--- src/rtl/vdp_wr_queue.sv ---
// Sprite write queue for the VDP.
// Sprite register writes arriving from the bus are buffered in a FIFO during
// active display. On each vertical-blank rising edge the entries queued at
// that moment are replayed to the sprite array, one strobe per cycle.
//
// state | meaning
// IDLE  | waiting for a vblank rising edge; pushes accumulate
// DRAIN | popping the entries counted at vblank entry, one per cycle
// DONE  | drain complete (frame_done pulsed); waiting for vblank to drop

module vdp_wr_queue #(
    parameter int DEPTH = 16,
    parameter int ROW_W = 4,
    parameter int IDX_W = 3
) (
    input  logic                     clk,
    input  logic                     reset,
    input  logic                     i_wr_valid,
    input  logic                     i_wr_xy,
    input  logic [IDX_W-1:0]         i_wr_sprite,
    input  logic [ROW_W-1:0]         i_wr_row,
    input  logic [31:0]              i_wr_data,
    input  logic                     i_vblank,
    input  logic                     i_clr_overflow,
    output logic                     o_wr_ready,
    output logic                     o_out_xy_we,
    output logic                     o_out_row_we,
    output logic [IDX_W-1:0]         o_out_sprite,
    output logic [ROW_W-1:0]         o_out_row,
    output logic [31:0]              o_out_data,
    output logic [$clog2(DEPTH):0]   o_level,
    output logic                     o_overflow,
    output logic                     o_frame_done
);

    localparam int AW = $clog2(DEPTH);
    localparam int EW = 1 + IDX_W + ROW_W + 32;
    localparam logic [AW:0] ONE = {{AW{1'b0}}, 1'b1};

    localparam logic [1:0] S_IDLE  = 2'd0;
    localparam logic [1:0] S_DRAIN = 2'd1;
    localparam logic [1:0] S_DONE  = 2'd2;

    logic [EW-1:0]    r_mem [DEPTH];
    logic [AW:0]      r_wptr;
    logic [AW:0]      r_rptr;
    logic [AW:0]      r_drain_cnt;
    logic [1:0]       r_state;
    logic             r_vblank;
    logic             r_overflow;
    logic             r_frame_done;
    logic             r_xy_we;
    logic             r_row_we;
    logic [IDX_W-1:0] r_sprite;
    logic [ROW_W-1:0] r_row;
    logic [31:0]      r_data;

    logic             w_full;
    logic             w_empty;
    logic             w_push;
    logic             w_drop;
    logic             w_pop;
    logic             w_vb_rise;
    logic [AW:0]      w_level;
    logic [EW-1:0]    w_rd;

    // Full/empty come from registered pointers only, so a same-cycle pop
    // never opens room for a push.
    assign w_full    = (r_wptr[AW] != r_rptr[AW]) && (r_wptr[AW-1:0] == r_rptr[AW-1:0]);
    assign w_empty   = (r_wptr == r_rptr);
    assign w_push    = i_wr_valid && !w_full;
    assign w_drop    = i_wr_valid && w_full;
    assign w_pop     = (r_state == S_DRAIN) && (r_drain_cnt != '0) && !w_empty;
    assign w_vb_rise = i_vblank && !r_vblank;
    assign w_level   = r_wptr - r_rptr;
    assign w_rd      = r_mem[r_rptr[AW-1:0]];

    assign o_wr_ready   = !w_full;
    assign o_level      = w_level;
    assign o_overflow   = r_overflow;
    assign o_frame_done = r_frame_done;
    assign o_out_xy_we  = r_xy_we;
    assign o_out_row_we = r_row_we;
    assign o_out_sprite = r_sprite;
    assign o_out_row    = r_row;
    assign o_out_data   = r_data;

    // Entry storage; contents are only meaningful between the pointers.
    always_ff @(posedge clk) begin
        if (w_push) begin
            r_mem[r_wptr[AW-1:0]] <= {i_wr_xy, i_wr_sprite, i_wr_row, i_wr_data};
        end
    end

    // Write/read pointers with wrap bit.
    always_ff @(posedge clk or posedge reset) begin
        if (reset) begin
            r_wptr <= '0;
            r_rptr <= '0;
        end else begin
            if (w_push) r_wptr <= r_wptr + ONE;
            if (w_pop)  r_rptr <= r_rptr + ONE;
        end
    end

    // Sticky overflow flag; an explicit clear beats a same-cycle drop.
    always_ff @(posedge clk or posedge reset) begin
        if (reset) begin
            r_overflow <= 1'b0;
        end else if (i_clr_overflow) begin
            r_overflow <= 1'b0;
        end else if (w_drop) begin
            r_overflow <= 1'b1;
        end
    end

    // Frame sequencing: count entries at vblank entry, drain them, report done.
    always_ff @(posedge clk or posedge reset) begin
        if (reset) begin
            r_state      <= S_IDLE;
            r_vblank     <= 1'b0;
            r_drain_cnt  <= '0;
            r_frame_done <= 1'b0;
        end else begin
            r_vblank     <= i_vblank;
            r_frame_done <= 1'b0;
            case (r_state)
                S_IDLE: begin
                    if (w_vb_rise) begin
                        if (w_level != '0) begin
                            r_state     <= S_DRAIN;
                            r_drain_cnt <= w_level;
                        end else begin
                            r_state      <= S_DONE;
                            r_frame_done <= 1'b1;
                        end
                    end
                end
                S_DRAIN: begin
                    if (w_pop) r_drain_cnt <= r_drain_cnt - ONE;
                    // Finishing the last counted pop wins over a coincident vblank fall.
                    if (w_pop && r_drain_cnt == ONE) begin
                        r_state      <= S_DONE;
                        r_frame_done <= 1'b1;
                    end else if (!i_vblank) begin
                        r_state <= S_IDLE;
                    end
                end
                S_DONE: begin
                    if (!i_vblank) r_state <= S_IDLE;
                end
                default: r_state <= S_IDLE;
            endcase
        end
    end

    // Registered write strobes and fields; fields hold between strobes.
    always_ff @(posedge clk or posedge reset) begin
        if (reset) begin
            r_xy_we  <= 1'b0;
            r_row_we <= 1'b0;
            r_sprite <= '0;
            r_row    <= '0;
            r_data   <= '0;
        end else if (w_pop) begin
            r_xy_we  <= w_rd[EW-1];
            r_row_we <= !w_rd[EW-1];
            r_sprite <= w_rd[ROW_W+32 +: IDX_W];
            r_row    <= w_rd[32 +: ROW_W];
            r_data   <= w_rd[31:0];
        end else begin
            r_xy_we  <= 1'b0;
            r_row_we <= 1'b0;
        end
    end

endmodule

--- config.mk ---
export PLATFORM = sky130hd
export DESIGN_NAME = vdp_wr_queue
export DESIGN_NICKNAME = d
export VERILOG_FILES = /design/src/rtl/vdp_wr_queue.sv
export SDC_FILE = /design/constraint.sdc
export NUM_CORES = 1
export LEC_CHECK = 0
export CORE_MARGIN = 1.5
export CORE_UTILIZATION = 49
export DETAILED_ROUTE_END_ITERATION = 10
export PLACE_DENSITY = 0.66
export SYNTH_ARGS = -nofsm -noshare
export SYNTH_HDL_FRONTEND = slang
export SYNTH_SLANG_ARGS = --single-unit
--- constraint.sdc ---
create_clock -name clk -period 6.8 [get_ports clk]
set_input_delay 1.02 -clock clk [delete_from_list [all_inputs] [get_ports clk]]
set_output_delay 1.02 -clock clk [all_outputs]
set_load 0.02 [all_outputs]
* Word-level counts from Yosys, hierarchy flattened
Memories as Yosys holds them, arrays and structs flattened.
Cells that the tools add are included.
Widths: inputs -> output; s select.
** Storage, ports and cells
- Flip-flop bits (word level) :: 61
- Bits in writable memories :: 640
- Word-level logic and storage cells :: 62
- Memories :: 1
** Memory list
- r_mem :: words 16, width 40, read ports 1, clocked after Yosys merged registers in 0, write ports 1, RTL line 44 : logic [EW-1:0] r_mem [DEPTH];
** Cells by class
- Add/sub/neg operators :: 4
- Equal/unequal tests :: 9
- Muxes and demuxes :: 19
- Reduce and logical (&&, ||, !) cells :: 17
** Operator list (number)
- $mux 5 :: 3
- $add 5x1->5 const B :: 2
- $pmux 5 s2 :: 1
- $reduce_bool 5->1 :: 2
- $mux 1 :: 9
- $mux 2 :: 4
- $logic_and 1x1->1 :: 7
- $ne 2x2->1 const B :: 3
- $pmux 2 s3 :: 1
- $eq 5x1->1 const B :: 1
- $eq 5x5->1 :: 1
- $sub 5x1->5 const B :: 1
- $sub 5x5->5 :: 1
- $eq 4x4->1 :: 1
- $logic_not 1->1 :: 4
- $reduce_and 4->1 :: 1
- $reduce_bool 2->1 :: 2
- $eq 2x1->1 const B :: 1
- $eq 2x2->1 const B :: 1
- $logic_not 2->1 :: 1
- $pmux 1 s2 :: 1
- $ne 1x1->1 :: 1

* Longest topological paths before layout
- Depth in word-level cells :: 6
- Depth in mapped cells :: 11
- Depth with buffers taken out :: 9

* Least setup slack after synthesis
No wires, ideal clock.
- Path kind :: flip-flop to flip-flop
- Start point :: register r_rptr[1]
- End point :: memory r_mem[3][0] (netlist name) (enable)
- Library setup time :: 0.487 ns
- Data arrival time :: 5.065 ns
- Data required time :: 6.313 ns
- Path slack :: 1.248 ns
- Cell stages (with the launch flop) :: 12
- Buffers on the path :: 4
- Period minus slack after synthesis :: 5.552 ns
- Path through :: dfrtp_1 -> buf_2 -> buf_2 -> buf_2 -> inv_1 -> ha_1 -> and4_1 -> nand2_1 -> and2_1 -> clkbuf_1 -> nand2_1 -> nor3_1
** On the way
- Longest elaborated chain between the ends :: 6
** RTL lines
- start, declared :: RTL line 46 : logic [AW:0] r_rptr;
- start signal, assigned :: RTL line 102 : if (w_pop) r_rptr <= r_rptr + ONE;
- $eq 4x4->1 :: RTL line 69 : assign w_full = (r_wptr[AW] != r_rptr[AW]) && (r_wptr[AW-1:0] == r_rptr[AW-1:0]);
- $logic_and 1x1->1 :: RTL line 69
- $logic_not 1->1
- net o_wr_ready :: RTL line 25 : output logic o_wr_ready,
- $logic_and 1x1->1 :: RTL line 71 : assign w_push = i_wr_valid && !w_full;
- $mux 1 :: RTL line 90 : if (w_push) begin
- $mux 1 (implied by the code) :: RTL line 91 : r_mem[r_wptr[AW-1:0]] <= {i_wr_xy, i_wr_sprite, i_wr_row, i_wr_data};
- end, declared :: RTL line 44
The timed path passes the listed nets, and every way through them passes these cells.

* Final worst setup path
- Start point :: register r_rptr[0]
- End point :: output port o_level[4]
** On the way
- Longest elaborated chain between the ends :: 1
** RTL lines
- $sub 5x5->5 :: RTL line 75 : assign w_level = r_wptr - r_rptr;
- end, declared :: RTL line 31 : output logic [$clog2(DEPTH):0] o_level,
No other way between the ends.

==> metrics.md <==
| Metric | Value |
|---|---|
| Run status | finished, final reports clean |
| Most used DFF post-synth | edfxtp_1 |
| CTS resizes | 0 |
| Mux cell area share after synthesis | 16.5% |
| Adder-cell share of the synthesized area | 0.632% |
| CTS Buffer Depth | 3 |
| Width of the chip | 237 um |
| Fill count | 3913 |
| Leakage | 10.3 nW |
| Hold WC Path Type | register to register |
| Placement-stage worst setup slack | 2.50 ns |
| Drt total wl | 55200 um |
| Clk Tree Root Cell | clkbuf_16 |
| Max-slew violations | 0 |
| Top-Level Pins | 94 |
| Largest family of logic cells by synthesized area | multiplexers |
| Layout Utilization | 57.3% |
| Fmax | 0.225 GHz |
| Yosys top cell by area | edfxtp_1 |
| Setup TNS | 0 ns |
| Die height | 237 um |
| Gpl congestion | 0.788 |
| Power per cell area | 427 nW/um2 |
| # Post-CTS Setup Buffers | 0 |
| Final Cycle Share | 65.3% |
| Worst slew margin | 13.9% |
| Req. time, crit path | 5.78 ns |
| Final number of setup-violating endpoints | 0 |
| Post-placement cell area | 28700 um2 |
| DRC | 0 |
| Met3 WL | 3160 um |
| Total power after layout | 13.2 mW |
| Grt ovf | 0 |
| RSZ-0062 raised after global routing | false |
| Number of global-route vias before repair | 13137 |
| Top routing layer in use | met4 |
| Initial antenna violation count | 1 |
| Hpwl dp | 30300 um |
| Nets | 1402 |
| Initial drt markers | 1283 |
| Clock Pin Slew Worst Setup and Hold Paths | 0.06 ns |
| Drt pass-1 iters | 5 |
| # hold bufs at CTS | 0 |
| VDD IR-drop max | 0.000298 V |
| YS warnings | 0 |
| Critical-path cell list | ha_1, inv_1, fa_1, nand3_1, a21oi_1, nor2_1, clkdlybuf4s50_1 |
| Simple-gate share of the synthesized area | 1.72% |
| Fraction of layout cells with a size suffix above 1 | 23.6% |
| Met2 routed WL | 26800 um |
| Core area | 54000 um2 |
| Critical Path AT | 3.42 ns |
| Critical Path Max Stage Delay | 1.04 ns |
| CTS sink cnt | 701 |
| Finished Cell Area | 31000 um2 |
| Post-Synth XOR/XNOR Area | 0.390% |
| WL per Instance | 26.3 um |
| Post-synth EDFFs | 640 |
| Syn nets | 1272 |
| Final std cells w/o fill | 2097 |
| Met1 wire length | 24000 um |
| Sequential area share after synthesis | 77.0% |
| Cell depth of the worst flop-to-flop path | 7 |
| Flops & latches, synth | 701 |
| Cells after synthesis | 1214 |
| Shortest period the worst path allows | 4.44 ns |
| H-Tree Depth | 3 |
| GRT Resource Usage Total | 20.2% |
| Number of max-cap violations | 0 |
| CTS Buf Count | 70 |
| Global-route wire length before repair | 83800 um |
| Type of the worst setup path | register to primary output |
| Synth cell types | 48 |
| Synth Area in Compound Gates | 2.27% |
| Max FO, Critical Path | 45 |
| Worst Skew | 0.0149 ns |
| Fraction of registers with async set/reset | 8.70% |
| Die ar. | 56400 um2 |
| Synthesized area | 26900 um2 |
| Via count | 12528 |
| Seq. cell area | 20800 um2 |
| Syn-to-layout area delta | 15.0% |
| Slew @ Worst Pin | 1.29 ns |
| Clock Latency Late Sink | 0.60 ns |
| Largest net degree at the start of global routing | 78 |
| Post-route ant nets | 0 |
| Final WS setup | 2.36 ns |
| Avg Vias per Cell | 5.97 |
| Crit end category | primary output |
| Synth top area share | 71.4% |
| CP Launch Type | register |
| Initial Util | 49.8% |
| R2R Setup Slk | 2.57 ns |
| CTS tree | built |
| Final Hold Violating Endpoints | 0 |
| Hold path cells | 2 |
| Multi-input gate area | 5900 um2 |
| Number of placed instances with taps included | 1968 |
| I/O Buffers | 93 |
| Antenna Cells | 0 |
| Critical-path cell with the highest stage delay | dfrtp_4 |
| Num rows | 85 |
| Worst hold margin | 0.502 ns |
| Area contributors post-synth | edfxtp_1 (71%), mux4_2 (13%), dfrtp_1 (5.7%) |
| Syn avg cell area | 22.2 um2 |
## worst max-delay path: cells and delay by family (launching register included)
family / cells / cell delay [ns]
DFF: 1 / 1.04
adders and majority gates: 2 / 0.71
AOI/OAI and AO/OA: 1 / 0.10
buffers and inverters: 2 / 0.68
and+or+nand+nor: 2 / 0.28
## routing by layer
layer / vias to the layer above / track usage [%]
li1: 5331 / -
met1: 6741 / 28.8
met2: 374 / 32.0
met3: 82 / 4.13
met4: 0 / 5.54
met5: - / 0
## layout make-up
cell class | count | area share (%)
clock buffers | 105 | 6.61
clock inverters | 24 | 0.707
inverters | 15 | 0.194
multi-input cells | 438 | 19.0
flip-flops and latches | 701 | 67.0
well taps | 696 | 2.81
repair buffers | 118 | 3.61
## cell usage in the layout (no fill, tap or decap), types with 11 or more instances in the layout
cell             synthesis  layout
clkdlybuf4s50_1          0      93
clkbuf_1                16      22
inv_1                   14      12
dfrtp_1                 61      59
nor2_1                  23      12
clkinv_2                 0      11
o221ai_1                29      29
mux4_2                 161     161
mux2i_1                 81      81
ha_1                    12      12
edfxtp_1               640     640
nand2_1                 54      52
buf_4                   12      25
nor2_4                   0      11
clkbuf_16                0      73
## logic make-up after synthesis
family                     Yosys count
adders and majority gates           13
DFF                                701
xor gates and xnor gates            12
buffers and inverters               75
and+or+nand+nor                    105
AOI/OAI and AO/OA                   66
muxes                              242
## power breakdown
group / internal (mW) / leakage (nW) / switching (mW)
clock: 2.21 / 1.11 / 1.58
sequential: 5.29 / 6.53 / 0.348
combinational: 1.74 / 2.62 / 2.06
## final timing paths
| path | startpoint | to |
|---|---|---|
| max in group asynchronous | reset | r_rptr[0] |
| setup reg to reg | r_rptr[0] | r_mem[4][29] |
| hold / removal | o_out_data[14] | o_out_data[14] |
| min in group asynchronous | reset | o_out_row[3] |
| hold reg to reg | o_out_data[14] | o_out_data[14] |
| setup / recovery | r_rptr[0] | o_level[4] |
## flip-flops by register name, indices dropped and copies added, names as in the netlist
name          flops
r_mem           640
o_out_row_we      1
r_drain_cnt       5
r_state           2
r_vblank          1
r_wptr            5
o_overflow        1
o_frame_done      1
o_out_row         4
o_out_sprite      3
r_rptr            5
o_out_xy_we       1
o_out_data       32
## synthesized netlist by cell type, types with 4 or more instances
cell      count
xnor2_1       9
nor3_1        7
o21ai_0       4
nand2_1      54
buf_6         5
a21oi_1       6
edfxtp_1    640
o221ai_1     29
inv_1        14
ha_1         12
dfrtp_1      61
buf_1         4
mux4_2      161
buf_4        12
mux2i_1      81
nor2_1       23
buf_2        23
o221ai_2     10
clkbuf_1     16
(Power assumes the default switching activity.)
